File: src/rtl/i2c_poll_sequencer.sv
`default_nettype none
// ============================================================================
// Module : i2c_poll_sequencer
// Desc   : Timer-driven I2C sensor poll sequencer feeding a FWFT sample FIFO.
// Option : SAMPLE_AVG_EN -> push a 4-sample moving average instead of the raw byte.
// Rev    : 1.0 - initial release
// ============================================================================
module i2c_poll_sequencer #(
  parameter logic [6:0]  DEV_ADDR    = 7'b1110001,
  parameter logic [7:0]  REG_ADDR    = 8'hFF,
  parameter logic [15:0] PERIOD      = 16'd5000,
  parameter logic [15:0] START_HOLD  = 16'd100,
  parameter logic [15:0] XFER_CYCLES = 16'd10000,
  parameter logic [15:0] STOP_HOLD   = 16'd100,
  parameter int          FIFO_DEPTH  = 4
) (
  input  logic       clk,
  input  logic       reset,
  input  logic       en,
  input  logic       err_clr,
  output logic       i2c_en,
  output logic       i2c_mode,
  output logic [6:0] i2c_address,
  output logic [7:0] i2c_register,
  output logic       i2c_start,
  output logic       i2c_stop,
  output logic       i2c_repeat_start,
  input  logic [7:0] i2c_out,
  input  logic       i2c_ack,
  input  logic       rd_en,
  output logic [7:0] rd_data,
  output logic       rd_valid,
  output logic       full,
  output logic       nack_err,
  output logic [7:0] ovf_cnt
);

  localparam int            PW      = $clog2(FIFO_DEPTH);
  localparam int            CW      = PW + 1;
  localparam logic [CW-1:0] C_DEPTH = CW'(FIFO_DEPTH);

  localparam logic [2:0] S_IDLE  = 3'd0;
  localparam logic [2:0] S_START = 3'd1;
  localparam logic [2:0] S_XFER  = 3'd2;
  localparam logic [2:0] S_STOP  = 3'd3;
  localparam logic [2:0] S_WAIT  = 3'd4;

  // A hold of 0 behaves like a hold of 1.
  function automatic logic [15:0] load_val(input logic [15:0] n);
    return (n == 16'd0) ? 16'd0 : n - 16'd1;
  endfunction

  logic [2:0]    state_q, state_d;
  logic [15:0]   timer_q, timer_d;
  logic          en_q;
  logic          nack_q, nack_d;
  logic [7:0]    ovf_q, ovf_d;
  logic [PW-1:0] wr_ptr_q, wr_ptr_d, rd_ptr_q, rd_ptr_d;
  logic [CW-1:0] count_q, count_d;
  logic [7:0]    mem_q [FIFO_DEPTH];
  logic          timer_done, sample, push, pop, push_ok, is_full;
  logic [7:0]    push_data;

  assign timer_done = (timer_q == 16'd0);
  assign sample     = (state_q == S_XFER) && timer_done;
  assign push       = sample && i2c_ack;
  assign pop        = rd_en && (count_q != '0);
  assign is_full    = (count_q == C_DEPTH);
  assign push_ok    = push && (!is_full || pop);

  always_comb begin
    state_d = state_q;
    timer_d = timer_done ? timer_q : timer_q - 16'd1;
    case (state_q)
      S_IDLE: if (en) begin
        state_d = S_START;
        timer_d = load_val(START_HOLD);
      end
      S_START: if (timer_done) begin
        state_d = S_XFER;
        timer_d = load_val(XFER_CYCLES);
      end
      S_XFER: if (timer_done) begin
        state_d = S_STOP;
        timer_d = load_val(STOP_HOLD);
      end
      S_STOP: if (timer_done) begin
        state_d = en ? S_WAIT : S_IDLE;
        timer_d = en ? load_val(PERIOD) : 16'd0;
      end
      S_WAIT: begin
        if (!en) begin
          state_d = S_IDLE;
          timer_d = 16'd0;
        end else if (timer_done) begin
          state_d = S_START;
          timer_d = load_val(START_HOLD);
        end
      end
      default: begin
        state_d = S_IDLE;
        timer_d = 16'd0;
      end
    endcase
  end

  always_comb begin
    wr_ptr_d = push_ok ? wr_ptr_q + PW'(1) : wr_ptr_q;
    rd_ptr_d = pop ? rd_ptr_q + PW'(1) : rd_ptr_q;
    count_d  = count_q + CW'(push_ok) - CW'(pop);
    ovf_d    = (push && !push_ok && ovf_q != 8'hFF) ? ovf_q + 8'd1 : ovf_q;
    // A nack in the same cycle as err_clr keeps the error set.
    nack_d   = (sample && !i2c_ack) ? 1'b1 : (err_clr ? 1'b0 : nack_q);
  end

`ifdef SAMPLE_AVG_EN
  logic [7:0] h0_q, h1_q, h2_q;
  logic [9:0] sum;
  assign sum       = 10'(i2c_out) + 10'(h0_q) + 10'(h1_q) + 10'(h2_q);
  assign push_data = sum[9:2];

  always_ff @(posedge clk) begin
    if (reset) begin
      h0_q <= 8'd0;
      h1_q <= 8'd0;
      h2_q <= 8'd0;
    end else if (push) begin
      h0_q <= i2c_out;
      h1_q <= h0_q;
      h2_q <= h1_q;
    end
  end
`else
  assign push_data = i2c_out;
`endif

  always_ff @(posedge clk) begin
    if (reset) begin
      state_q  <= S_IDLE;
      timer_q  <= 16'd0;
      en_q     <= 1'b0;
      nack_q   <= 1'b0;
      ovf_q    <= 8'd0;
      wr_ptr_q <= '0;
      rd_ptr_q <= '0;
      count_q  <= '0;
    end else begin
      state_q  <= state_d;
      timer_q  <= timer_d;
      en_q     <= en;
      nack_q   <= nack_d;
      ovf_q    <= ovf_d;
      wr_ptr_q <= wr_ptr_d;
      rd_ptr_q <= rd_ptr_d;
      count_q  <= count_d;
    end
  end

  always_ff @(posedge clk) begin
    if (!reset && push_ok) mem_q[wr_ptr_q] <= push_data;
  end

  assign i2c_en           = en_q;
  assign i2c_mode         = 1'b1;
  assign i2c_address      = DEV_ADDR;
  assign i2c_register     = REG_ADDR;
  assign i2c_start        = (state_q == S_START) || (state_q == S_XFER);
  assign i2c_stop         = (state_q == S_STOP);
  assign i2c_repeat_start = 1'b0;
  assign rd_data          = mem_q[rd_ptr_q];
  assign rd_valid         = (count_q != '0);
  assign full             = is_full;
  assign nack_err         = nack_q;
  assign ovf_cnt          = ovf_q;

endmodule
`default_nettype wire

File: config.mk
export PLATFORM = sky130hd
export DESIGN_NAME = i2c_poll_sequencer
export DESIGN_NICKNAME = d
export VERILOG_FILES = /design/src/rtl/i2c_poll_sequencer.sv
export SDC_FILE = /design/constraint.sdc
export NUM_CORES = 1
export LEC_CHECK = 0
export ABC_AREA = 1
export BUFFER_PORTS_ARGS = -buffer_cell sky130_fd_sc_hd__buf_2
export CAP_MARGIN = 15
export CORE_MARGIN = 4
export CORE_UTILIZATION = 33
export CTS_BUF_LIST = sky130_fd_sc_hd__clkbuf_4 sky130_fd_sc_hd__clkbuf_8 sky130_fd_sc_hd__clkbuf_16
export CTS_CLUSTER_DIAMETER = 150
export DETAILED_ROUTE_END_ITERATION = 7
export HOLD_SLACK_MARGIN = 0.03
export PLACE_DENSITY = 0.57
export SLEW_MARGIN = 20
export SYNTH_ARGS = -nofsm -noshare
export SYNTH_HDL_FRONTEND = slang
export SYNTH_SLANG_ARGS = --single-unit
File: constraint.sdc
create_clock -name clk -period 2.75 [get_ports clk]
set_input_delay 0.275 -clock clk [delete_from_list [all_inputs] [get_ports clk]]
set_output_delay 0.275 -clock clk [all_outputs]
set_load 0.03 [all_outputs]
# Yosys cells after proc, flatten, opt, wreduce, memory -nomap -nowiden
# Memory sizes are Yosys's and may differ from the RTL's. A register that Yosys moved wholly into a read port is not among the register bits.
# Cells that the tools add are included.
totals:
  register_bits: 36
  mem_bits_rw: 32
  in_bits: 14
  out_inout_bits: 39
  mem_count: 1
mem_list:
  columns: ["name", "depth", "word_bits", "rd", "rd_clocked_by_memory_dff", "wr", "line_no", "text"]
  rows:
  - ["mem_q", 4, 8, 1, 1, 1, "60", "logic [7:0] mem_q [FIFO_DEPTH];"]
classes:
  n_addsub: 6
  eq_ne: 11
  mux: 22
  n_reduce_logical: 19
op_table:
  columns: ["operator", "n"]
  rows:
  - ["$mux 16", 6]
  - ["$pmux 16 s5", 1]
  - ["$mux 3", 7]
  - ["$logic_not 16->1", 1]
  - ["$sub 16x1->16 const B", 1]
  - ["$pmux 3 s5", 1]
  - ["$mux 13", 1]
  - ["$add 8x1->8 const B", 1]
  - ["$logic_and 1x1->1", 8]
  - ["$ne 8x8->1 const B", 1]
  - ["$eq 3x2->1 const B", 2]
  - ["$eq 3x3->1 const B", 2]
  - ["$ne 2x2->1 const B", 3]
  - ["$reduce_and 5->1", 1]
  - ["$add 2x1->2 const B", 2]
  - ["$logic_not 1->1", 4]
  - ["$mux 1", 4]
  - ["$mux 2", 2]
  - ["$add 3x1->3", 1]
  - ["$eq 3x1->1 const B", 1]
  - ["$logic_not 3->1", 1]
  - ["$ne 3x3->1 const B", 1]
  - ["$reduce_bool 3->1", 1]
  - ["$sub 3x1->3", 1]
  - ["3 further kinds", 4]

# Longest topological paths before layout
# Gate-level depths: netlist of the first run.
logic_depth:
  word_depth: 7
  ltp_mapped: 13
  ltp_nobuf: 13

# Worst setup path before layout of the first run
# OpenSTA, ideal clock, no wires.
synth_timing:
  kind: "reg2reg"
  start: "register timer_q[0]"
  end: "register count_q[2]"
  setup_time_ps: 128
  arrival_time_ps: 2099
  slack_ps: 524
  path_stages_with_launch: 14
  path_buffers: 0
  cell_sequence: "dfxtp_1 inv_1 ha_1 nand3_1 nor2_2 nand2_2 nor3_4 inv_1 nand2_1 o21ai_0 ha_1 fa_1 xor2_1 nor2_1"
synth_between:
  elab_chain_cells: 6
synth_lines:
  columns: ["element", "line_no", "text"]
  rows:
  - ["start: declaration", "54", "logic [15:0] timer_q, timer_d;"]
  - ["start signal: assignment", "149", "timer_q <= timer_d;"]
  - ["$logic_not 16->1", "64", "assign timer_done = (timer_q == 16'd0);"]
  - ["$logic_and 1x1->1", "65", "assign sample = (state_q == S_XFER) && timer_done;"]
  - ["$logic_and 1x1->1", "66", "assign push = sample && i2c_ack;"]
  - ["$logic_and 1x1->1", "69", "assign push_ok = push && (!is_full || pop);"]
  - ["$add 3x1->3", "110", "count_d = count_q + CW'(push_ok) - CW'(pop);"]
  - ["$sub 3x1->3", "110", null]
  - ["end signal: assignment", "155", "count_q <= count_d;"]
  - ["end: declaration", "59", "logic [CW-1:0] count_q, count_d;"]
# Every way passes these cells.
# A chain may end at the register's enable or synchronous reset.

# Worst setup path after layout of the first run
# Ends and elaborated chain as after synthesis.

==> results.py, run 1 <==
metrics = {
    "floorplan": {
        "ios": 53,
        "die_y_um": 114,
        "std_cell_rows": 38,
        "die_area_mm2": 0.0130,
        "start_util_pct": 33.9,
        "die_w_um": 114,
        "core_mm2": 0.0109,
    },
    "setup_path": {
        "cp-start-kind": "register",
        "cp.arrival_ns": 2.62,
        "required_ns": 2.95,
        "cp_slowest_cell": "fa_1",
        "crit_buf_inv": 2,
        "crit_chain": "inv_1 -> ha_1 -> nand3_1 -> nor2_2 -> nand2_2 -> nor3_4 -> inv_1 -> nand2_1 -> o21ai_0 -> ha_1 -> fa_1 -> xor2_1 -> nor2_1",
        "critPathTopFamily": "adder cells",
        "path_max_fanout": 7,
        "cpPeakStageDelay_ns": 0.38,
        "crit_type": "reg -> reg",
        "end_kind": "register",
    },
    "clock_network": {
        "cts.clk_slew.worst_paths_ns": 0.06,
        "cts_setup_buffers": 0,
        "holdBufCountCts": 0,
        "numCtsBuffers": 9,
        "clock-sinks": 70,
        "cts_tree": "done",
        "cts_buffer_depth": 2,
        "clk_latency_ns": 0.33,
        "cts_max_level": 3,
        "cts_resized": 0,
        "root_buffer": "clkbuf_16",
    },
    "detailed_routing": {
        "drc_errors": 0,
        "ant_nets": 0,
        "dr.pass1.iters": 4,
        "routed_wl_um": 8110,
        "vias": 3032,
        "vias_per_cell": 4.67,
        "wl_per_cell_um": 12.5,
        "drt_iter0_markers": 141,
    },
    "cells_and_area": {
        "final_common_cell": "nand2_1",
        "nets": 528,
        "synthToLayoutAreaGrowth_pct": 15.4,
        "antenna_cells": 0,
        "stdcell_count": 649,
        "fin_util_pct": 39.1,
        "drive_above_1_share_pct": 15.1,
        "layout_common_cells": "86 x nand2_1, 64 x nor2_1, 57 x inv_1",
    },
    "timing": {
        "min_period_over_period_pct": 87.8,
        "fmax_ghz": 0.414,
        "drv_slew": 0,
        "tns_ns": 0,
        "setup_viol": 0,
        "worst_slew_pin_slew_ns": 0.715,
        "finClkSkew_ns": 0.00485,
        "max_slew_margin_pct": 52.4,
        "rsz0062_at_grt": "no",
        "fin_crit_ns": 2.41,
        "hold_viol_final": 0,
    },
    "global_route": {
        "grt_max_degree": 21,
        "grt_pass1_wl_um": 13400,
        "grt_pass1_vias": 2819,
        "antenna_found_initial": 0,
        "grt_overflow": 0,
        "grtUsageTotal_pct": 13.0,
    },
    "placement": {
        "hpwl_um": 6010,
        "place.gp.congestion": 0.871,
        "place.port_buffers": 35,
        "dp_cells": 633,
    },
    "synthesis": {
        "seq_area_frac_synth_pct": 46.4,
        "synthAdderAreaFrac_pct": 3.58,
        "synth.area.mux_share_pct": 0,
        "synth_area_per_cell_um2": 8.01,
        "netlist_instances": 463,
        "yosys.area_share.simple_pct": 27.2,
        "synth-seq-cells": 70,
        "synth_xor_area_share_pct": 2.83,
        "synth_top_family_by_area": "simple AND/OR/NAND/NOR gates",
        "syn-cell-area_mm2": 0.00371,
        "synth_compound_area_share_pct": 9.55,
        "synth_cell_types": 32,
        "yosys_warnings": 0,
    },
    "power": {
        "finalPower_mw": 4.80,
        "p_leak_nw": 1.89,
        "irDropWorstVdd_uv": 665,
        "powerDensity_mw_per_mm2": 1120,
    },
    "outcome": {
        "status": "finished clean",
    },
    "hold_path": {
        "hp-class": "in -> reg",
    },
    "run": {
        "max_cap_viol_count": 0,
    },
}
==> report_power, final <==
part           internal [mW]  total, mW  switching (mW)  leakage, nW
clock                  0.703       1.15           0.449        0.140
combinational          0.731       2.24            1.51         1.16
sequential              1.24       1.40           0.165        0.598
total                   2.67       4.80            2.13         1.89
==> synthesized netlist by cell type <==
cell type  instances  area, µm²
o2111ai_1          1       8.76
inv_2              2       7.51
o21ai_0           30        150
nand4_1           15       93.8
dfxtp_1           38        761
buf_2              1       5.00
nor2_2             9       56.3
nor2_4             4       45.0
conb_1             2       7.51
nand2_4            1       11.3
nand3b_1           2       15.0
nand3_2            1       10.0
nor3b_1            1       7.51
a22oi_1            1       7.51
nor3_1             6       30.0
nand2_2            5       31.3
inv_1             57        214
edfxtp_1          32        961
nor3_2             1       10.0
nand2_1           86        323
o21ai_1            3       15.0
clkbuf_1           4       15.0
o22ai_1            8       50.1
xor2_1            12        105
nor2_1            64        240
o21a_1             1       7.51
nor3_4             1       16.3
nand3_1           24        120
ha_1               9        113
a21oi_1           23        115
buf_4             18        135
fa_1               1       20.0
==> sequential cells by signal, summed over array words and instances, names as in the netlist, named ones only <==
register  cells
timer_q      16
rd_ptr_q      2
count_q       3
state_q       3
wr_ptr_q      2
i2c_en        1
nack_err      1
mem_q        32
ovf_cnt       8
==> layout make-up <==
type | count | area (µm²)
multi-input combinational | 326 | 1670
timing repair buffer | 38 | 198
clock buffer | 9 | 225
clock inverter | 7 | 71.3
fill | 1140 | 6660
inverter | 59 | 221
sequential | 70 | 1720
tap | 140 | 175
==> metal layers <==
metal | vias up | wire (µm) | track usage (%)
li1 | 1571 | - | -
met1 | 1378 | 3830 | 16.8
met2 | 74 | 3750 | 21.2
met3 | 9 | 440 | 3.40
met4 | 0 | 88 | 4.51
met5 | - | 0 | 0
==> cell families (layout without fill, tap and decap cells) <==
kind of cell,after synthesis,after routing
compound gates,67,67
xor+xnor,12,12
fa+ha+maj,10,10
buf+inv,82,113
flops,70,70
other cells,2,17
simple gates,220,220
==> worst paths after layout <==
| check | depth (start not counted) | slack, ns | to | from |
|---|---|---|---|---|
| setup reg to reg | 13 | 0.34 | count_q[2] | timer_q[0] |
| hold / removal | 1 | 0.16 | mem_q[0][0] | i2c_out[0] |
| hold reg to reg | 2 | 0.46 | rd_ptr_q[1] | rd_ptr_q[1] |
| setup / recovery | 13 | 0.34 | count_q[2] | timer_q[0] |
==> metrics by stage <==
stage | worst slack (ns) | hold WS (ns) | instance area [µm²]
CTS | 0.312 | 0.150 | 4280
global route | 0.0735 | 0.157 | 4280
detailed placement | 0.326 | 0.455 | 3980
floorplan | 0.524 | 0.374 | 3760
finish | 0.336 | 0.162 | 4280
global placement | 0.413 | 0.450 | 3980
Power figures use the tool's default switching activity.
==> run 2, diff against run 1 <==
--- a/config.mk
+++ b/config.mk
@@ -10,3 +10,2 @@
 export CAP_MARGIN = 15
-export CORE_MARGIN = 4
 export CORE_UTILIZATION = 33
--- a/constraint.sdc
+++ b/constraint.sdc
@@ -3,2 +3,2 @@
 set_output_delay 0.275 -clock clk [all_outputs]
-set_load 0.03 [all_outputs]
+set_load 0.05 [all_outputs]
==> run 2 against run 1 <==
  * Sequential power barely moved
  * Critical path type unchanged
  * Die area down 10%
  * Maximum frequency is 1.9% lower
  * Clock skew up 0.0042 ns
==> results.py, run 2 (synthesis results as in run 1) <==
metrics = {
    "detailed_routing": {
        "wl_per_cell_um": 12.6,
        "vias_per_cell": 4.80,
        "drc_errors": 0,
        "wl_met3_um": 491,
        "dr.pass1.iters": 4,
        "met2_length_um": 3650,
        "routed.top_layer": "met4",
        "routed_wl_um": 8190,
        "met1_length_um": 3960,
        "ant_nets": 0,
        "vias": 3115,
        "drt_iter0_markers": 168,
    },
    "clock_network": {
        "clock-sinks": 70,
        "cts_tree": "done",
        "cts_resized": 0,
        "cts_buffer_depth": 2,
        "cts_setup_buffers": 0,
        "cts.clk_slew.worst_paths_ns": 0.09,
        "numCtsBuffers": 9,
        "clk_latency_ns": 0.35,
        "cts_max_level": 3,
        "root_buffer": "clkbuf_8",
        "holdBufCountCts": 0,
    },
    "timing": {
        "drv_slew": 0,
        "fin_crit_ns": 2.46,
        "hold_ws_ns": 0.143,
        "max_slew_margin_pct": 53.3,
        "finClkSkew_ns": 0.00907,
        "rsz0062_at_grt": "no",
        "min_period_over_period_pct": 89.5,
        "setup_viol": 0,
        "hold_viol_final": 0,
        "tns_ns": 0,
        "fmax_ghz": 0.406,
        "worst_slew_pin_slew_ns": 0.701,
    },
    "cells_and_area": {
        "regMostFlops": "mem_q",
        "fin_util_pct": 38.4,
        "nets": 528,
        "layout_common_cells": "86 x nand2_1, 64 x nor2_1, 57 x inv_1",
        "final_common_cell": "nand2_1",
        "antenna_cells": 0,
        "drive_above_1_share_pct": 15.3,
        "synthToLayoutAreaGrowth_pct": 12.9,
        "largest_reg_flops": 32,
        "stdcell_count": 649,
    },
    "global_route": {
        "grt_max_degree": 21,
        "grt_overflow": 0,
        "grtUsageTotal_pct": 15.1,
        "grt_pass1_wl_um": 13600,
        "grt_pass1_vias": 2917,
        "antenna_found_initial": 0,
    },
    "power": {
        "finalPower_mw": 4.68,
        "irDropWorstVdd_uv": 622,
        "p_leak_nw": 1.86,
        "powerDensity_mw_per_mm2": 1120,
    },
    "setup_path": {
        "cp_slowest_cell": "fa_1",
        "r2r_start": "timer_q[0]",
        "r2r_cells": 13,
        "cpPeakStageDelay_ns": 0.38,
        "rrSetupSlack_ns": 0.29,
        "crit_chain": "inv_1 -> ha_1 -> nand3_1 -> nor2_2 -> nand2_2 -> nor3_4 -> inv_1 -> nand2_1 -> o21ai_0 -> ha_1 -> fa_1 -> xor2_1 -> nor2_1",
        "crit_type": "reg -> reg",
        "end_kind": "register",
        "path_max_fanout": 7,
        "required_ns": 2.97,
        "r2r-end": "count_q[2]",
        "cp.arrival_ns": 2.69,
        "cp-start-kind": "register",
    },
    "floorplan": {
        "die_area_mm2": 0.0117,
        "ios": 53,
        "die_y_um": 108,
        "core_mm2": 0.0109,
        "die_w_um": 108,
        "std_cell_rows": 38,
        "start_util_pct": 34.0,
    },
    "placement": {
        "place.port_buffers": 35,
        "hpwl_um": 5960,
        "place.gp.congestion": 0.906,
        "dp_cells": 633,
    },
    "hold_path": {
        "hold_path_end": "mem_q[3][1]",
        "hold_path_startpoint": "i2c_out[1]",
        "min_delay_path_depth": 1,
        "hp-class": "in -> reg",
    },
    "outcome": {
        "status": "finished clean",
    },
    "run": {
        "max_cap_viol_count": 0,
    },
}
## run 2: cell count changes in the layout (fill, tap and decap cells not counted), sizes merged
cell	delta
clkinv	-1
clkinvlp	-1
inv	+2
## run 2: cell type report
cell class / instances / area (µm²)
Clock buffer: 9 / 124
Clock inverter: 7 / 80.1
Fill cell: 1159 / 6700
Inverter: 59 / 221
Multi-Input combinational cell: 326 / 1670
Sequential cell: 70 / 1720
Tap cell: 140 / 175
Timing Repair Buffer: 38 / 198
## run 2: metrics by stage
| stage | setup WS [ns] | area [µm²] |
|---|---|---|
| after CTS | 0.288 | 4190 |
| final | 0.288 | 4190 |
| after global routing | 0.119 | 4190 |
| after detailed placement | 0.318 | 3980 |
| after global placement | 0.394 | 3980 |
| after floorplan | 0.524 | 3760 |
## run 2: metal layers
layer,GRT usage [%],vias up
li1,-,1571
met1,19.4,1445
met2,24.5,87
met3,4.52,12
met4,4.40,0
met5,0,-
## run 2: worst max-delay path by stage
stage | start | end | depth (start not counted) | slack (ns)
global placement | timer_q[0] | count_q[2] | 13 | 0.39
finish | timer_q[0] | count_q[2] | 13 | 0.29
global route | timer_q[0] | count_q[2] | 13 | 0.12
detailed placement | timer_q[0] | count_q[2] | 13 | 0.32
floorplan | timer_q[0] | count_q[2] | 13 | 0.52
CTS | timer_q[0] | count_q[2] | 13 | 0.29
## run 2: report_power, final
| part | switching (mW) | internal [mW] |
|---|---|---|
| Sequential | 0.164 | 1.24 |
| Clock | 0.434 | 0.433 |
| Combinational | 1.68 | 0.730 |
## run 2: critical path: cells and delay by family, from the launching register on
| family | cells | cell delay [ns] |
|---|---|---|
| xor gates and xnor gates | 1 | 0.17 |
| and+or+nand+nor | 6 | 0.71 |
| buffers and inverters | 2 | 0.20 |
| DFF | 1 | 0.35 |
| AOI/OAI and AO/OA | 1 | 0.11 |
| adders and majority gates | 3 | 0.80 |
==> run 3, diff against run 2 <==
- CORE_ASPECT_RATIO: not set -> 1.25
- GPL_TIMING_DRIVEN: not set -> 0
==> run 3 against run 2 <==
  * Clock power rose by 31%
  * Power rose by 6.3%
  * Clock skew fell by 0.0031 ns
  * Core utilization rose by 2.6 points
  * Critical path depth did not move
  * Cell count rose by 2.3%
  * Sequential share of layout area fell by 2.2 points
  * Non-clock buffer count rose by 23
  * Sequential cell count did not move
  * Die area barely moved
  * Global-route usage rose by 0.050 points
  * Via count fell by 0.22%
  * Critical path type unchanged
  * Critical endpoint unchanged
  * Largest power group unchanged
==> results.py, run 3 (synthesis results as in run 1) <==
metrics = {
    "clock_network": {
        "clock-sinks": 70,
        "numCtsBuffers": 9,
        "cts.clk_slew.worst_paths_ns": 0.06,
        "clk_latency_ns": 0.33,
        "cts_buffer_depth": 2,
        "holdBufCountCts": 0,
        "cts_tree": "done",
        "root_buffer": "clkbuf_16",
        "cts_max_level": 3,
    },
    "setup_path": {
        "critPathTopFamily": "simple AND/OR/NAND/NOR gates",
        "crit_cells": 13,
        "end_kind": "register",
        "required_ns": 2.95,
        "cp.arrival_ns": 2.71,
        "cp-start-kind": "register",
        "rrSetupSlack_ns": 0.23,
        "crit_buf_inv": 2,
        "cpPeakStageDelay_ns": 0.37,
        "cp_slowest_cell": "dfxtp_1",
        "r2r_cells": 13,
        "path_max_fanout": 5,
        "crit_type": "reg -> reg",
        "r2r_start": "timer_q[0]",
        "r2r-end": "count_q[2]",
        "critPathLaunch": "timer_q[0]",
        "timing.critical_path.mode_cell": "ha_1",
        "cp-endpoint": "count_q[2]",
        "crit_chain": "inv_2 -> ha_1 -> nand3_1 -> nor2_2 -> nand2_2 -> nor3_4 -> inv_1 -> nand2_1 -> o21ai_0 -> ha_1 -> fa_1 -> xor2_1 -> nor2_1",
    },
    "detailed_routing": {
        "routed_wl_um": 8430,
        "dr.pass1.iters": 5,
        "drc_errors": 0,
        "drt_iter0_markers": 149,
        "ant_nets": 0,
        "vias": 3108,
        "vias_per_cell": 4.68,
        "wl_per_cell_um": 12.7,
    },
    "timing": {
        "drv_slew": 0,
        "hold_ws_ns": 0.177,
        "rsz0062_at_grt": "no",
        "hold_viol_final": 0,
        "finClkSkew_ns": 0.00595,
        "min_period_over_period_pct": 91.6,
        "worst_slew_pin_slew_ns": 0.664,
        "fmax_ghz": 0.397,
        "max_slew_margin_pct": 55.7,
        "tns_ns": 0,
        "setup_viol": 0,
        "fin_crit_ns": 2.52,
    },
    "cells_and_area": {
        "fillers": 1076,
        "synthToLayoutAreaGrowth_pct": 19.3,
        "antenna_cells": 0,
        "nets": 551,
        "regMostFlops": "mem_q",
        "regArea_mm2": 0.00172,
        "multi_input_area_mm2": 0.00167,
        "layout_common_cells": "86 x nand2_1, 64 x nor2_1, 56 x inv_1",
        "drive_above_1_share_pct": 18.4,
        "final_common_cell": "nand2_1",
        "largest_reg_flops": 32,
    },
    "outcome": {
        "status": "finished clean",
    },
    "global_route": {
        "grt_pass1_wl_um": 14100,
        "grt_max_degree": 12,
        "antenna_found_initial": 0,
        "grtUsageTotal_pct": 15.2,
        "grt_overflow": 0,
        "grt_pass1_vias": 2985,
    },
    "power": {
        "p_leak_nw": 1.99,
        "powerDensity_mw_per_mm2": 1120,
        "irDropWorstVdd_uv": 529,
    },
    "floorplan": {
        "die_w_um": 96.8,
        "std_cell_rows": 42,
        "die_y_um": 121,
        "ios": 53,
        "start_util_pct": 34.4,
        "die_area_mm2": 0.0117,
        "core_mm2": 0.0108,
    },
    "placement": {
        "place.gp.congestion": 0.924,
        "place.port_buffers": 35,
        "hpwl_um": 6410,
    },
    "hold_path": {
        "hp-class": "in -> reg",
        "min_delay_path_depth": 1,
    },
    "run": {
        "max_cap_viol_count": 0,
    },
}
## run 3: changes by cell type in the layout (fill, tap and decap cells not counted), sizes merged
cell and delta:
clkinv +1, buf +19, inv -4, clkbuf +7
## run 3: area by class of cell
class                           instances  share of cell area, %
Timing Repair Buffer                   38                   4.47
Clock inverter                          4                   1.08
Sequential cell                        70                   38.9
Clock buffer                           12                   5.60
Buffer                                 23                   3.51
Tap cell                              132                   3.74
Inverter                               59                   5.01
Multi-Input combinational cell        326                   37.7
## run 3: repair_timing
| action | in CTS | in global routing |
|---|---|---|
| gates resized for setup | 0 | 1 |
| buffers inserted | 0 | 3 |
| setup endpoints to repair | 0 | 1 |
## run 3: worst min-delay path by stage
stage	start	end	slack, ns
after global placement	rd_ptr_q[0]	rd_ptr_q[0]	0.45
after CTS	i2c_out[0]	mem_q[3][0]	0.17
after floorplan	i2c_out[0]	mem_q[0][0]	0.37
final	i2c_out[7]	mem_q[2][7]	0.18
after global routing	i2c_out[0]	mem_q[1][0]	0.17
after detailed placement	nack_err	nack_err	0.46
## run 3: stage by stage
stage	worst slack [ns]	utilization, %	power, mW	std cells	area (µm²)
2_1_floorplan	0.524	-	3.29	478	3760
3_3_place_gp	0.215	38.1	3.79	645	4100
3_5_place_dp	0.186	38.1	3.82	645	4100
4_1_cts	0.167	40.8	4.98	661	4400
5_1_grt	0.0199	41.0	5.36	664	4420
6_report	0.231	41.0	4.97	664	4420
## run 3: routing by layer
metal,vias to the layer above,wire length [µm],global-route usage [%]
met3,19,333,3.18
met4,0,225,7.46
li1,1622,-,-
met1,1388,3840,18.1
met2,79,4030,25.8
met5,-,0,0
## run 3: report_power, final
| group | switching (mW) | internal (mW) | total (mW) |
|---|---|---|---|
| logic | 1.67 | 0.744 | 2.41 |
| clock network | 0.414 | 0.729 | 1.14 |
| registers | 0.181 | 1.24 | 1.42 |
## run 3: worst register-to-register path: cells and delay by family, from the launching register on
kind                       cells  cell delay, ns
adders and majority gates      3            0.78
AOI/OAI and AO/OA              1            0.11
and+or+nand+nor                6            0.80
xor gates and xnor gates       1            0.16
DFF                            1            0.37
buffers and inverters          2            0.18
